--- src/rtl/alu_seq.sv ---
// alu_seq: sequential ALU with a start/busy/done handshake.
//
// A request is accepted on a rising edge where start=1 and busy=0. The
// operands and op code are captured on that edge, so later input changes
// do not affect the operation. Single-cycle ops return their result on the
// following edge. MUL runs a shift-add multiplier for N_ALU edges.
//
// Ports:
//   clk    - single clock, rising edge
//   rst    - synchronous active-high reset, has priority over start
//   start  - request, accepted when busy=0 (including the done cycle)
//   dia    - operand A, unsigned, N_ALU bits
//   dib    - operand B, unsigned, N_ALU bits
//   op     - 4-bit operation code
//   busy   - operation in progress; start is ignored while high
//   done   - one-cycle pulse; dout and flags are valid from this cycle
//   dout   - registered result, held between done pulses
//   err    - illegal op code flag
//   zero   - comparison result flag
//   of     - carry / borrow / multiply overflow flag
module alu_seq #(
   parameter int N_ALU = 8
) (
   input  logic             clk,
   input  logic             rst,
   input  logic             start,
   input  logic [N_ALU-1:0] dia,
   input  logic [N_ALU-1:0] dib,
   input  logic [3:0]       op,
   output logic             busy,
   output logic             done,
   output logic [N_ALU-1:0] dout,
   output logic             err,
   output logic             zero,
   output logic             of
);

   localparam int CNT_W = $clog2(N_ALU);
   localparam logic [CNT_W-1:0] CNT_LAST = CNT_W'(N_ALU - 1);
   localparam logic [N_ALU:0] SHIFT_LIMIT = (N_ALU + 1)'(N_ALU);
   localparam logic [3:0] OP_MUL = 4'b0111;

   typedef enum logic [1:0] {
      IDLE,
      EXEC,
      MUL
   } state_t;

   state_t state;
   state_t state_next;

   logic [N_ALU-1:0]   a_reg;
   logic [N_ALU-1:0]   b_reg;
   logic [3:0]         op_reg;

   logic [2*N_ALU-1:0] mcand;
   logic [N_ALU-1:0]   mplier;
   logic [2*N_ALU-1:0] acc;
   logic [CNT_W-1:0]   cnt;

   logic               accept;
   logic               mul_last;
   logic [2*N_ALU-1:0] addend;
   logic [2*N_ALU-1:0] acc_next;

   logic [N_ALU-1:0]   exec_dout;
   logic               exec_err;
   logic               exec_zero;
   logic               exec_of;

   // busy follows the state register directly, so it drops in the same
   // cycle that done rises and a new start can be taken right away.
   assign busy     = (state != IDLE);
   assign accept   = start && (state == IDLE);
   assign mul_last = (state == MUL) && (cnt == CNT_LAST);

   // One shift-add step: add the shifted multiplicand when the current
   // multiplier bit is set.
   assign addend   = mplier[0] ? mcand : '0;
   assign acc_next = acc + addend;

   // State register.
   always_ff @(posedge clk) begin
      if (rst) begin
         state <= IDLE;
      end else begin
         state <= state_next;
      end
   end

   // Next-state logic. MUL stays for N_ALU edges, every other op takes one.
   always_comb begin
      state_next = state;
      case (state)
         IDLE: begin
            if (start) begin
               state_next = (op == OP_MUL) ? MUL : EXEC;
            end
         end
         EXEC: begin
            state_next = IDLE;
         end
         MUL: begin
            if (cnt == CNT_LAST) begin
               state_next = IDLE;
            end
         end
         default: begin
            state_next = IDLE;
         end
      endcase
   end

   // Single-cycle result computed from the latched operands. Every flag
   // starts at 0 so that each update clears the flags the op does not set.
   always_comb begin
      exec_dout = '0;
      exec_err  = 1'b0;
      exec_zero = 1'b0;
      exec_of   = 1'b0;
      case (op_reg)
         4'b0000: {exec_of, exec_dout} = {1'b0, a_reg} + {1'b0, b_reg};
         // The extra top bit of the widened subtraction is the borrow.
         4'b0001: {exec_of, exec_dout} = {1'b0, a_reg} - {1'b0, b_reg};
         4'b0010: exec_dout = ({1'b0, b_reg} >= SHIFT_LIMIT) ? '0 : (a_reg << b_reg);
         4'b0011: exec_dout = ({1'b0, b_reg} >= SHIFT_LIMIT) ? '0 : (a_reg >> b_reg);
         4'b0100: exec_zero = (a_reg == b_reg);
         4'b0101: exec_zero = (a_reg > b_reg);
         4'b0110: exec_zero = (a_reg < b_reg);
         // MUL is handled by the iterative datapath and never reaches EXEC.
         4'b0111: exec_dout = '0;
         4'b1000: exec_dout = a_reg & b_reg;
         4'b1001: exec_dout = a_reg | b_reg;
         4'b1010: exec_dout = a_reg ^ b_reg;
         default: begin
            exec_err  = 1'b1;
            exec_dout = '1;
         end
      endcase
   end

   // Datapath and output registers. Operands are captured on accept; EXEC
   // publishes the single-cycle result, MUL iterates and publishes on its
   // last step. Outputs are only written alongside a done pulse, so they
   // hold their values in between. Reset clears everything and aborts any
   // operation in flight without a done pulse.
   always_ff @(posedge clk) begin
      if (rst) begin
         a_reg  <= '0;
         b_reg  <= '0;
         op_reg <= '0;
         mcand  <= '0;
         mplier <= '0;
         acc    <= '0;
         cnt    <= '0;
         done   <= 1'b0;
         dout   <= '0;
         err    <= 1'b0;
         zero   <= 1'b0;
         of     <= 1'b0;
      end else begin
         done <= 1'b0;
         if (accept) begin
            a_reg  <= dia;
            b_reg  <= dib;
            op_reg <= op;
            mcand  <= {{N_ALU{1'b0}}, dia};
            mplier <= dib;
            acc    <= '0;
            cnt    <= '0;
         end else if (state == EXEC) begin
            dout <= exec_dout;
            err  <= exec_err;
            zero <= exec_zero;
            of   <= exec_of;
            done <= 1'b1;
         end else if (state == MUL) begin
            acc    <= acc_next;
            mcand  <= mcand << 1;
            mplier <= mplier >> 1;
            cnt    <= cnt + 1'b1;
            if (mul_last) begin
               dout <= acc_next[N_ALU-1:0];
               of   <= |acc_next[2*N_ALU-1:N_ALU];
               err  <= 1'b0;
               zero <= 1'b0;
               done <= 1'b1;
            end
         end
      end
   end

endmodule

--- config.mk ---
export PLATFORM = sky130hd
export DESIGN_NAME = alu_seq
export DESIGN_NICKNAME = d
export VERILOG_FILES = /design/src/rtl/alu_seq.sv
export SDC_FILE = /design/constraint.sdc
export NUM_CORES = 1
export LEC_CHECK = 0
export ABC_CLOCK_PERIOD_IN_PS = 2800
export CORE_AREA = 2 2 104 106
export DETAILED_ROUTE_END_ITERATION = 16
export DIE_AREA = 0 0 106 108
export HOLD_SLACK_MARGIN = 0.05
export PLACE_DENSITY = 0.75
export SLEW_MARGIN = 25
export SYNTH_ARGS = -nofsm -noshare
export SYNTH_HDL_FRONTEND = slang
export SYNTH_SLANG_ARGS = --single-unit
--- constraint.sdc ---
create_clock -name clk -period 2.8 [get_ports clk]
set_input_delay 0.7 -clock clk [delete_from_list [all_inputs] [get_ports clk]]
set_output_delay 0.7 -clock clk [all_outputs]
set_load 0.02 [all_outputs]
==> results.toml, run 1 <==
[outcome]
status = "finished with violations"
failed_checks = "negative setup slack"

[timing]
slew_viol_final = 0
setup_viol = 1
worst_pin_slew_ns = 0.542
hold_violations = 0
slew_headroom_pct = 63.9
clock.fmax_mhz = 349
setup_ws_ns = -0.0648
min_period_over_period_pct = 102
rsz0062_at_grt = "true"
fin_skew_ns = 0.0144
layout_min_cycle_time_ns = 2.86

[worst_setup_path]
critPathLaunch = "mplier[0]"
worstPathMaxFanout = 7
cp-start-kind = "register"
crit_type = "reg -> reg"
cp-end-kind = "register"
crit_required_ns = 3.06
worstPathArrival_ns = 3.12
timing.rr.start = "mplier[0]"

[grt]
grt_max_degree = 49
grt_pass1_wl_um = 25900
antenna_found_initial = 1
grt_pass1_vias = 5198
grt.total_usage_pct = 28.7
overflow = 0

[cts]
cts_tree = "built"
cts-root-buf = "clkbuf_8"
clock_sinks = 77
numCtsBuffers = 9
htreeDepth = 3
path_clk_slew_ns = 0.08
clockBufferDepth = 2
clock_latency_ns = 0.37

[finish]
final_cell_mix = "nand2_1, nor2_1, dfxtp_1"
stdcell_area_mm2 = 0.00656
nets = 808
final_util_pct = 64.1
area_growth_pct = 20.5
drive_above_1_share_pct = 13.9
layout_commonest_cell = "nand2_1"
n_antenna_cell = 0
largestRegisters = "acc (16), mcand (16)"
n_fill_cell = 871

[route]
drt-total-wl_um = 16500
route.detailed.drc = 0
drtIter0Drc = 419
wl_per_cell_um = 18.8
ant_nets = 0
first_pass_iters = 5
viasPerCell = 6.09
route.vias.total = 5340

[logic_synthesis]
synthDistinctLibCells = 60
synth_area_mm2 = 0.00544
synth_flop_cell = "dfxtp_1"
yosysSeqAreaShare_pct = 28.3
netlist_instances = 688
synth-async-reset-ratio_pct = 0
synth-edff-count = 0
avgSynthCellArea_um2 = 7.91
yosys_warnings = 0
syn_nets = 760
synth_seq_cells = 77

[floorplanning]
rows = 37
start_util_pct = 53.2
die_height_um = 108
fp.coreArea_mm2 = 0.0102
fp.dieW_um = 106
pin_count = 36
die_area_mm2 = 0.0114

[flow_run]
drv_cap = 0

[pwr]
total_leakage_power_nw = 2.56
ir_drop_mv = 0.372
finalPower_mw = 2.79
power_density_mw_per_mm2 = 426

[placed_design]
gp_congestion = 0.991
place_area_mm2 = 0.00609
dp_hpwl_um = 12100
numPortBuffers = 35

[hold_path]
hp-class = "reg -> reg"
hp-start = "dout[4]"
[layout make-up]
cell class,count,area (um^2),share of cell area [%]
Sequential cell,77,1550,23.6
Clock buffer,10,138,2.10
Timing Repair Buffer,79,679,10.4
Clock inverter,6,86.3,1.32
Tap cell,136,170,2.59
Inverter,32,120,1.83
Multi-Input combinational cell,537,3820,58.2
[cell families (layout without fill, tap and decap cells)]
group / count (synthesis) / in the layout / synth area share (%)
AO/OA/AOI/OAI: 192 / 192 / 22.7
XOR/XNOR: 18 / 18 / 3.03
adder cells (fa/ha/maj): 49 / 49 / 11.7
buffers and inverters: 74 / 127 / 5.17
flip-flops: 77 / 77 / 28.3
multiplexers: 42 / 42 / 9.56
AND/OR/NAND/NOR: 236 / 236 / 19.6
[Yosys cell counts (11+ instances only)]
master | count | area [um^2]
nand2_1 | 84 | 315
nor3_1 | 12 | 60.1
and2_1 | 16 | 100
a21oi_1 | 70 | 350
xnor2_1 | 14 | 123
clkbuf_1 | 33 | 124
nor2_1 | 79 | 297
nand3_1 | 12 | 60.1
mux2i_1 | 34 | 340
ha_1 | 46 | 576
a311oi_1 | 15 | 131
o21ai_0 | 17 | 85.1
dfxtp_1 | 77 | 1540
o21ai_1 | 17 | 85.1
a21o_1 | 11 | 82.6
inv_1 | 31 | 116
[worst max-delay path: stages, from the launching register on]
cell and delay [ns]:
dfxtp_4 0.37, and2_1 0.17, ha_4 0.18, fa_2 0.37, a211oi_2 0.28, o21ai_2 0.11, nand2_1 0.14, xnor2_2 0.09
a211oi_2 0.21, nand3_1 0.08, or4_1 0.52, o31a_1 0.25
[final timing paths]
check | to | slack [ns] | cells past startpoint
hold reg to reg | dout[4] | 0.46 | 2
setup / recovery | of | -0.06 | 11
setup reg to reg | of | -0.06 | 11
hold / removal | dout[4] | 0.46 | 2
[metrics by stage]
step | cells | hold WS, ns | TNS, ns | setup WS [ns]
2_1_floorplan | 688 | 0.453 | 0 | 0.121
3_3_place_gp | 855 | 0.441 | 0 | 0.00584
3_5_place_dp | 855 | 0.449 | -0.123 | -0.123
4_1_cts | 872 | 0.465 | 0 | 0.00417
5_1_grt | 877 | 0.491 | -0.148 | -0.148
6_report | 877 | 0.463 | -0.0648 | -0.0648
[layer usage]
layer	vias to the layer above	wire length, um	global-route usage, %	part of all wire, %
li1	2553	-	-	-
met1	2540	6970	36.1	42
met2	206	7970	49.0	48
met3	41	1060	5.49	6.4
met4	0	485	11.1	2.9
met5	-	0	0	0
[timing repair]
item | CTS | global route
hold buffers | 0 | 0
endpoints found under the setup margin | 1 | 5
pin swaps | 3 | 19
hold endpoints to repair | 0 | 0
setup buffers | 1 | 5
resized for setup | 9 | 28
[report_power, final]
| part | switching [mW] | internal (mW) | total, mW | leakage, nW |
|---|---|---|---|---|
| Sequential | 0.0430 | 1.14 | 1.18 | 0.628 |
| Combinational | 0.399 | 0.258 | 0.657 | 1.82 |
| Clock | 0.428 | 0.524 | 0.952 | 0.112 |
| Total | 0.870 | 1.92 | 2.79 | 2.56 |
No activity file was read; power rests on OpenSTA's default activity.
==> run 2: changes to the inputs <==
--- a/config.mk
+++ b/config.mk
@@ -7,6 +7,7 @@
 export LEC_CHECK = 0
 export ABC_CLOCK_PERIOD_IN_PS = 2800
 export CORE_AREA = 2 2 104 106
+export CTS_CLUSTER_SIZE = 20
 export DETAILED_ROUTE_END_ITERATION = 16
 export DIE_AREA = 0 0 106 108
 export HOLD_SLACK_MARGIN = 0.05
==> results of run 2 <==
Final layout, timing and power as in run 1 (identical DEF).
